File: src/rtl/haar_pkg.sv
// Shared types and default geometry for the Haar pair feeder.
// Width helper keeps degenerate geometries at 1-bit counters.
package haar_pkg;

  localparam int PIX_W_D = 8;
  localparam int IMG_W_D = 512;
  localparam int IMG_H_D = 512;

  typedef enum logic [1:0] {
    WAIT_SOF,
    GET_EVEN,
    GET_ODD
  } state_t;

  function automatic int clog2_min1(input int v);
    return (v <= 1) ? 1 : $clog2(v);
  endfunction

  localparam int COL_W = clog2_min1(IMG_W_D / 2);
  localparam int ROW_W = clog2_min1(IMG_H_D);

endpackage

File: src/rtl/haar_pos_counter.sv
// Pair-column / row position of the next pair to be emitted.
// Decodes end-of-row and end-of-frame from the current position.
module haar_pos_counter
  import haar_pkg::*;
#(
  parameter int IMG_W = IMG_W_D,
  parameter int IMG_H = IMG_H_D,
  localparam int CW = clog2_min1(IMG_W / 2),
  localparam int RW = clog2_min1(IMG_H)
) (
  input  logic          clk,
  input  logic          rst_n,
  input  logic          i_clr,
  input  logic          i_adv,
  output logic [CW-1:0] o_col,
  output logic [RW-1:0] o_row,
  output logic          o_eol,
  output logic          o_eof
);

  localparam logic [CW-1:0] LAST_COL = CW'(IMG_W / 2 - 1);
  localparam logic [RW-1:0] LAST_ROW = RW'(IMG_H - 1);

  logic [CW-1:0] r_col;
  logic [RW-1:0] r_row;

  assign o_col = r_col;
  assign o_row = r_row;
  assign o_eol = (r_col == LAST_COL);
  assign o_eof = o_eol && (r_row == LAST_ROW);

  always_ff @(posedge clk or negedge rst_n) begin
    if (!rst_n) begin
      r_col <= '0;
      r_row <= '0;
    end else if (i_clr) begin
      r_col <= '0;
      r_row <= '0;
    end else if (i_adv) begin
      if (o_eol) begin
        r_col <= '0;
        r_row <= o_eof ? '0 : r_row + 1'b1;
      end else begin
        r_col <= r_col + 1'b1;
      end
    end
  end

endmodule

File: src/rtl/haar_pair_feeder.sv
// Groups a raster pixel stream into tagged (even, odd) pixel pairs
// held in a one-entry back-pressured output register.
module haar_pair_feeder
  import haar_pkg::*;
#(
  parameter int PIX_W = PIX_W_D,
  parameter int IMG_W = IMG_W_D,
  parameter int IMG_H = IMG_H_D,
  localparam int CW = clog2_min1(IMG_W / 2),
  localparam int RW = clog2_min1(IMG_H)
) (
  input  logic             clk,
  input  logic             rst_n,
  input  logic [PIX_W-1:0] pix_in,
  input  logic             pix_valid,
  input  logic             pix_sof,
  output logic             pix_ready,
  output logic [PIX_W-1:0] a_out,
  output logic [PIX_W-1:0] b_out,
  output logic             pair_valid,
  input  logic             pair_ready,
  output logic [CW-1:0]    pair_col,
  output logic [RW-1:0]    pair_row,
  output logic             pair_eol,
  output logic             pair_eof,
  output logic             frame_err
);

  state_t           r_state;
  logic [PIX_W-1:0] r_even;
  logic [PIX_W-1:0] r_a;
  logic [PIX_W-1:0] r_b;
  logic             r_pv;
  logic [CW-1:0]    r_col;
  logic [RW-1:0]    r_row;
  logic             r_eol;
  logic             r_eof;
  logic             r_err;

  logic          w_acc;
  logic          w_start;
  logic          w_odd_ld;
  logic          w_err;
  logic [CW-1:0] w_col;
  logic [RW-1:0] w_row;
  logic          w_eol;
  logic          w_eof;

  assign pix_ready = (r_state == GET_ODD) ?
                     (!r_pv || pair_ready) : 1'b1;

  assign w_acc    = pix_valid && pix_ready;
  assign w_start  = w_acc && pix_sof;
  assign w_odd_ld = w_acc && !pix_sof && (r_state == GET_ODD);

  // Restart is only an error once a frame is under way.
  assign w_err = w_start &&
                 ((r_state == GET_ODD) ||
                  ((r_state == GET_EVEN) &&
                   ((w_col != '0) || (w_row != '0))));

  haar_pos_counter #(
    .IMG_W (IMG_W),
    .IMG_H (IMG_H)
  ) u_pos (
    .clk   (clk),
    .rst_n (rst_n),
    .i_clr (w_start),
    .i_adv (w_odd_ld),
    .o_col (w_col),
    .o_row (w_row),
    .o_eol (w_eol),
    .o_eof (w_eof)
  );

  always_ff @(posedge clk or negedge rst_n) begin
    if (!rst_n) begin
      r_state <= WAIT_SOF;
      r_even  <= '0;
      r_err   <= 1'b0;
    end else begin
      r_err <= w_err;
      unique case (r_state)
        WAIT_SOF: begin
          if (w_start) begin
            r_even  <= pix_in;
            r_state <= GET_ODD;
          end
        end
        GET_EVEN: begin
          if (w_acc) begin
            r_even  <= pix_in;
            r_state <= GET_ODD;
          end
        end
        GET_ODD: begin
          if (w_start) begin
            r_even <= pix_in;
          end else if (w_odd_ld) begin
            r_state <= w_eof ? WAIT_SOF : GET_EVEN;
          end
        end
        default: r_state <= WAIT_SOF;
      endcase
    end
  end

  always_ff @(posedge clk or negedge rst_n) begin
    if (!rst_n) begin
      r_pv  <= 1'b0;
      r_a   <= '0;
      r_b   <= '0;
      r_col <= '0;
      r_row <= '0;
      r_eol <= 1'b0;
      r_eof <= 1'b0;
    end else if (w_odd_ld) begin
      r_pv  <= 1'b1;
      r_a   <= r_even;
      r_b   <= pix_in;
      r_col <= w_col;
      r_row <= w_row;
      r_eol <= w_eol;
      r_eof <= w_eof;
    end else if (pair_ready) begin
      r_pv <= 1'b0;
    end
  end

  assign a_out      = r_a;
  assign b_out      = r_b;
  assign pair_valid = r_pv;
  assign pair_col   = r_col;
  assign pair_row   = r_row;
  assign pair_eol   = r_eol;
  assign pair_eof   = r_eof;
  assign frame_err  = r_err;

endmodule
File: config.mk
export PLATFORM = sky130hd
export DESIGN_NAME = haar_pair_feeder
export DESIGN_NICKNAME = d
export VERILOG_FILES = /design/src/rtl/haar_pkg.sv /design/src/rtl/haar_pos_counter.sv /design/src/rtl/haar_pair_feeder.sv
export SDC_FILE = /design/constraint.sdc
export NUM_CORES = 1
export LEC_CHECK = 0
export BUFFER_PORTS_ARGS = -buffer_cell sky130_fd_sc_hd__buf_2
export CAP_MARGIN = 20
export CORE_ASPECT_RATIO = 0.75
export CORE_UTILIZATION = 45
export CTS_CLUSTER_DIAMETER = 50
export DETAILED_ROUTE_END_ITERATION = 16
export GPL_TIMING_DRIVEN = 0
export PLACE_DENSITY = 0.79
export SLEW_MARGIN = 20
export SYNTH_ARGS = -nofsm -noshare
export SYNTH_HDL_FRONTEND = slang
export SYNTH_HIERARCHICAL = 1
export SYNTH_SLANG_ARGS = --single-unit
export TNS_END_PERCENT = 50
File: constraint.sdc
create_clock -name clk -period 4.7 [get_ports clk]
set_input_delay 0.47 -clock clk [delete_from_list [all_inputs] [get_ports clk]]
set_output_delay 0.47 -clock clk [all_outputs]
set_load 0.01 [all_outputs]
==> summary.md <==
| Metric | Value |
|---|---|
| Status | `finished clean` |
| Core area | `5980 um^2` |
| Worst Slack Setup Final | `1.88 ns` |
| Hpwl dp | `3870 um` |
| Least-Margin Pin Slew | `0.854 ns` |
| Seq pwr share | `0.433` |
| Antenna fix cells | `0` |
| Hold Buf Count CTS | `0` |
| Psw | `0.499 mW` |
| Post-Syn Area | `2860 um^2` |
| R2R depth | `11` |
| RSZ-0062 raised after global routing | `no` |
| Clock Skew | `0.0111 ns` |
| Die area | `6690 um^2` |
| Die Height | `71.1 um` |
| Clock sink total | `64` |
| Mux cell area share after synthesis | `0.195` |
| TNS Setup | `0 ns` |
| Avg Inst Size Synth | `12.8 um^2` |
| Sequential cell area fraction in the yosys report | `0.560` |
| Vias in the first global route | `1942` |
| Drt pass-1 iters | `4` |
| Final Hold Viols | `0` |
| Synth Area in Compound Gates | `0.0420` |
| CTS root buf | `clkbuf_8` |
| Worst skew pair latency | `0.34 ns` |
| Comb power frac | `0.247` |
| Synth cell types | `39` |
| Async S/R FF share, synth | `1.00` |
| Crit end category | `register` |
| Internal | `1.32 mW` |
| Initial antenna violation count | `0` |
| Final nets | `301` |
| Antenna Violating Nets Remaining | `0` |
| Per-cell routed wire length | `14.9 um` |
| Maximum vdd drop | `0.218 mV` |
| PortBufs | `50` |
| First-pass GRT wire length | `9380 um` |
| Post-CTS Setup Inserts | `0` |
| Initial Util | `0.479` |
| Flops & latches, synth | `64` |
| Slew HR | `0.428` |
| Via count | `1969` |
| Num CTS Buffers | `9` |
| Vias/cell | `5.35` |
| Remaining global-route overflow | `0` |
| Clock power frac | `0.321` |
| Worst hold path type | `in2async` |
| Max-slew violations | `0` |
| Die X-Extent | `94.1 um` |
| Post-place setup slack | `1.77 ns` |
| Layout area overhead | `21.1%` |
| Ys flop type | `dfrtp_1` |
| Count of final setup violators | `0` |
| Fin crit period | `2.82 ns` |
| Post-CTS sizing | `0` |
| Yosys warns | `6` |
| DRC viols | `0` |
| Flop2flop setup slack | `1.88 ns` |
| WP data arrival | `3.07 ns` |
| Pwr dens | `525 nW/um^2` |
| Mapped Nets | `240` |
| Critical path type | `reg2reg` |
| Largest net degree at the start of global routing | `65` |
| EDFF count, synth | `0` |
| Fin crit share | `0.599` |
| Synth Area in Simple Gates | `0.151` |
| CTS max path bufs | `2` |
| Main combinational cell family by area after synthesis | `multiplexers` |
| Placer Congestion | `0.858` |
| Critical Path Start Type | `register` |
| Max Cap Viol | `0` |
| Routed wire length | `5500 um` |
| Row Count | `24` |
| Crit-path max FO | `10` |
| Detailed Route Iter0 Violations | `89` |
| Number of I/O pins | `51` |
| Adder-cell share of the synthesized area | `0.0131` |
| Switch share | `0.275` |
| CTS tree | `built` |
| Share of cells above drive strength 1 | `0.414` |
| XOR/XNOR share of the synthesized area | `0.0153` |
| Worst path required time | `4.96 ns` |
| Cell count after synthesis | `224` |
| F_max | `355 MHz` |
| Fillers | `503` |
| CTS H-tree depth | `3` |
| GR Util All Layers | `0.187` |
| Clk slew on worst S/H paths | `0.08 ns` |
| Static leakage | `1.71 nW` |
==> critical path, stage by stage (launching register included) <==
cell	delay (ns)
dfrtp_1	0.43
nand2b_4	0.17
or3_1	0.38
buf_6	0.17
buf_6	0.16
inv_1	0.05
buf_2	0.16
nand4_1	0.13
or2_1	0.23
clkbuf_2	0.15
or4b_1	0.51
a31oi_1	0.19
==> per-layer routing <==
layer  wire (um)  vias to the layer above  track usage
met5           0                        -            0
met1        2620                      970        0.258
met3         297                        5       0.0613
met4          36                        0       0.0547
met2        2540                       62        0.282
li1            -                      932            -
==> cells in the final DEF (no fill, tap or decap), types with 2 or more instances in the layout <==
master / count
mux2_4: 17
xor2_1: 4
nor4_1: 4
a31oi_1: 8
o21ai_0: 2
nand3_1: 6
a21oi_1: 6
dfrtp_1: 64
nand2_1: 21
and3_1: 3
buf_6: 3
buf_2: 52
nor2b_1: 2
nand4_1: 2
clkbuf_8: 10
nor2_1: 9
nor3_1: 4
mux2_2: 26
or3_1: 2
or4_1: 5
clkinv_4: 3
nand2b_1: 4
clkbuf_1: 3
ha_1: 3
bufinv_16: 3
nand3b_1: 7
==> state kept, by name, indices dropped and copies added, names as in the netlist <==
name / flops
a_out: 8
r_even: 8
b_out: 8
u_pos/o_row: 9
pair_col: 8
pair_eol: 1
frame_err: 1
pair_eof: 1
r_state: 2
pair_row: 9
pair_valid: 1
u_pos/o_col: 8
==> power groups by stage <==
| stage | combinational (mW) | sequential [mW] | clock [mW] |
|---|---|---|---|
| 5_1_grt | 0.495 | 0.808 | 0.620 |
| 6_report | 0.448 | 0.787 | 0.583 |
| 3_5_place_dp | 0.455 | 0.798 | 0 |
| 4_1_cts | 0.455 | 0.788 | 0.599 |
| 3_3_place_gp | 0.443 | 0.786 | 0 |
| 2_1_floorplan | 0.236 | 0.837 | 0 |
==> cell usage after synthesis, drive strengths merged (5+ instances only) <==
library cell	instances	area, um^2
buf	6	48.8
nand2	21	78.8
or4	5	37.5
nor2	9	33.8
nand2b	5	38.8
mux2	43	548
nand3b	7	52.6
a21oi	6	30.0
a31oi	8	50.1
dfrtp	64	1600
nand3	6	30.0
==> layout make-up <==
cell class	count	area, um^2	area share
buffer	10	65.1	0.0188
clock buffer	10	138	0.0397
clock inverter	6	116	0.0336
inverter	1	3.75	0.00108
multi-input combinational	149	1190	0.344
sequential	64	1600	0.462
tap	78	97.6	0.0282
timing repair buffer	50	253	0.0729
==> final timing paths <==
check / start / end
min reg2reg: r_even[3] / a_out[3]
max in group asynchronous: rst_n / u_pos/o_col[2]
max reg2reg: r_state[0] / u_pos/o_row[2]
max: r_state[0] / u_pos/o_row[2]
min in group clk: pix_in[5] / r_even[5]
min: rst_n / b_out[5]
==> through the flow <==
step | utilization | total power, mW | instance area (um^2) | instances | hold WS, ns
after floorplan | - | 1.07 | 2860 | 224 | 0.174
after global placement | 0.537 | 1.23 | 3210 | 352 | 0.480
after detailed placement | 0.537 | 1.25 | 3210 | 352 | 0.487
after CTS | 0.580 | 1.84 | 3470 | 368 | 0.226
after global routing | 0.580 | 1.92 | 3470 | 368 | 0.272
final | 0.580 | 1.82 | 3470 | 368 | 0.206
==> cell families after synthesis <==
logic type	Yosys count
AOI/OAI and AO/OA	20
xor gates and xnor gates	5
adders and majority gates	3
buffers and inverters	11
DFF	64
muxes	44
and+or+nand+nor	77
(Power assumes the default switching activity.)
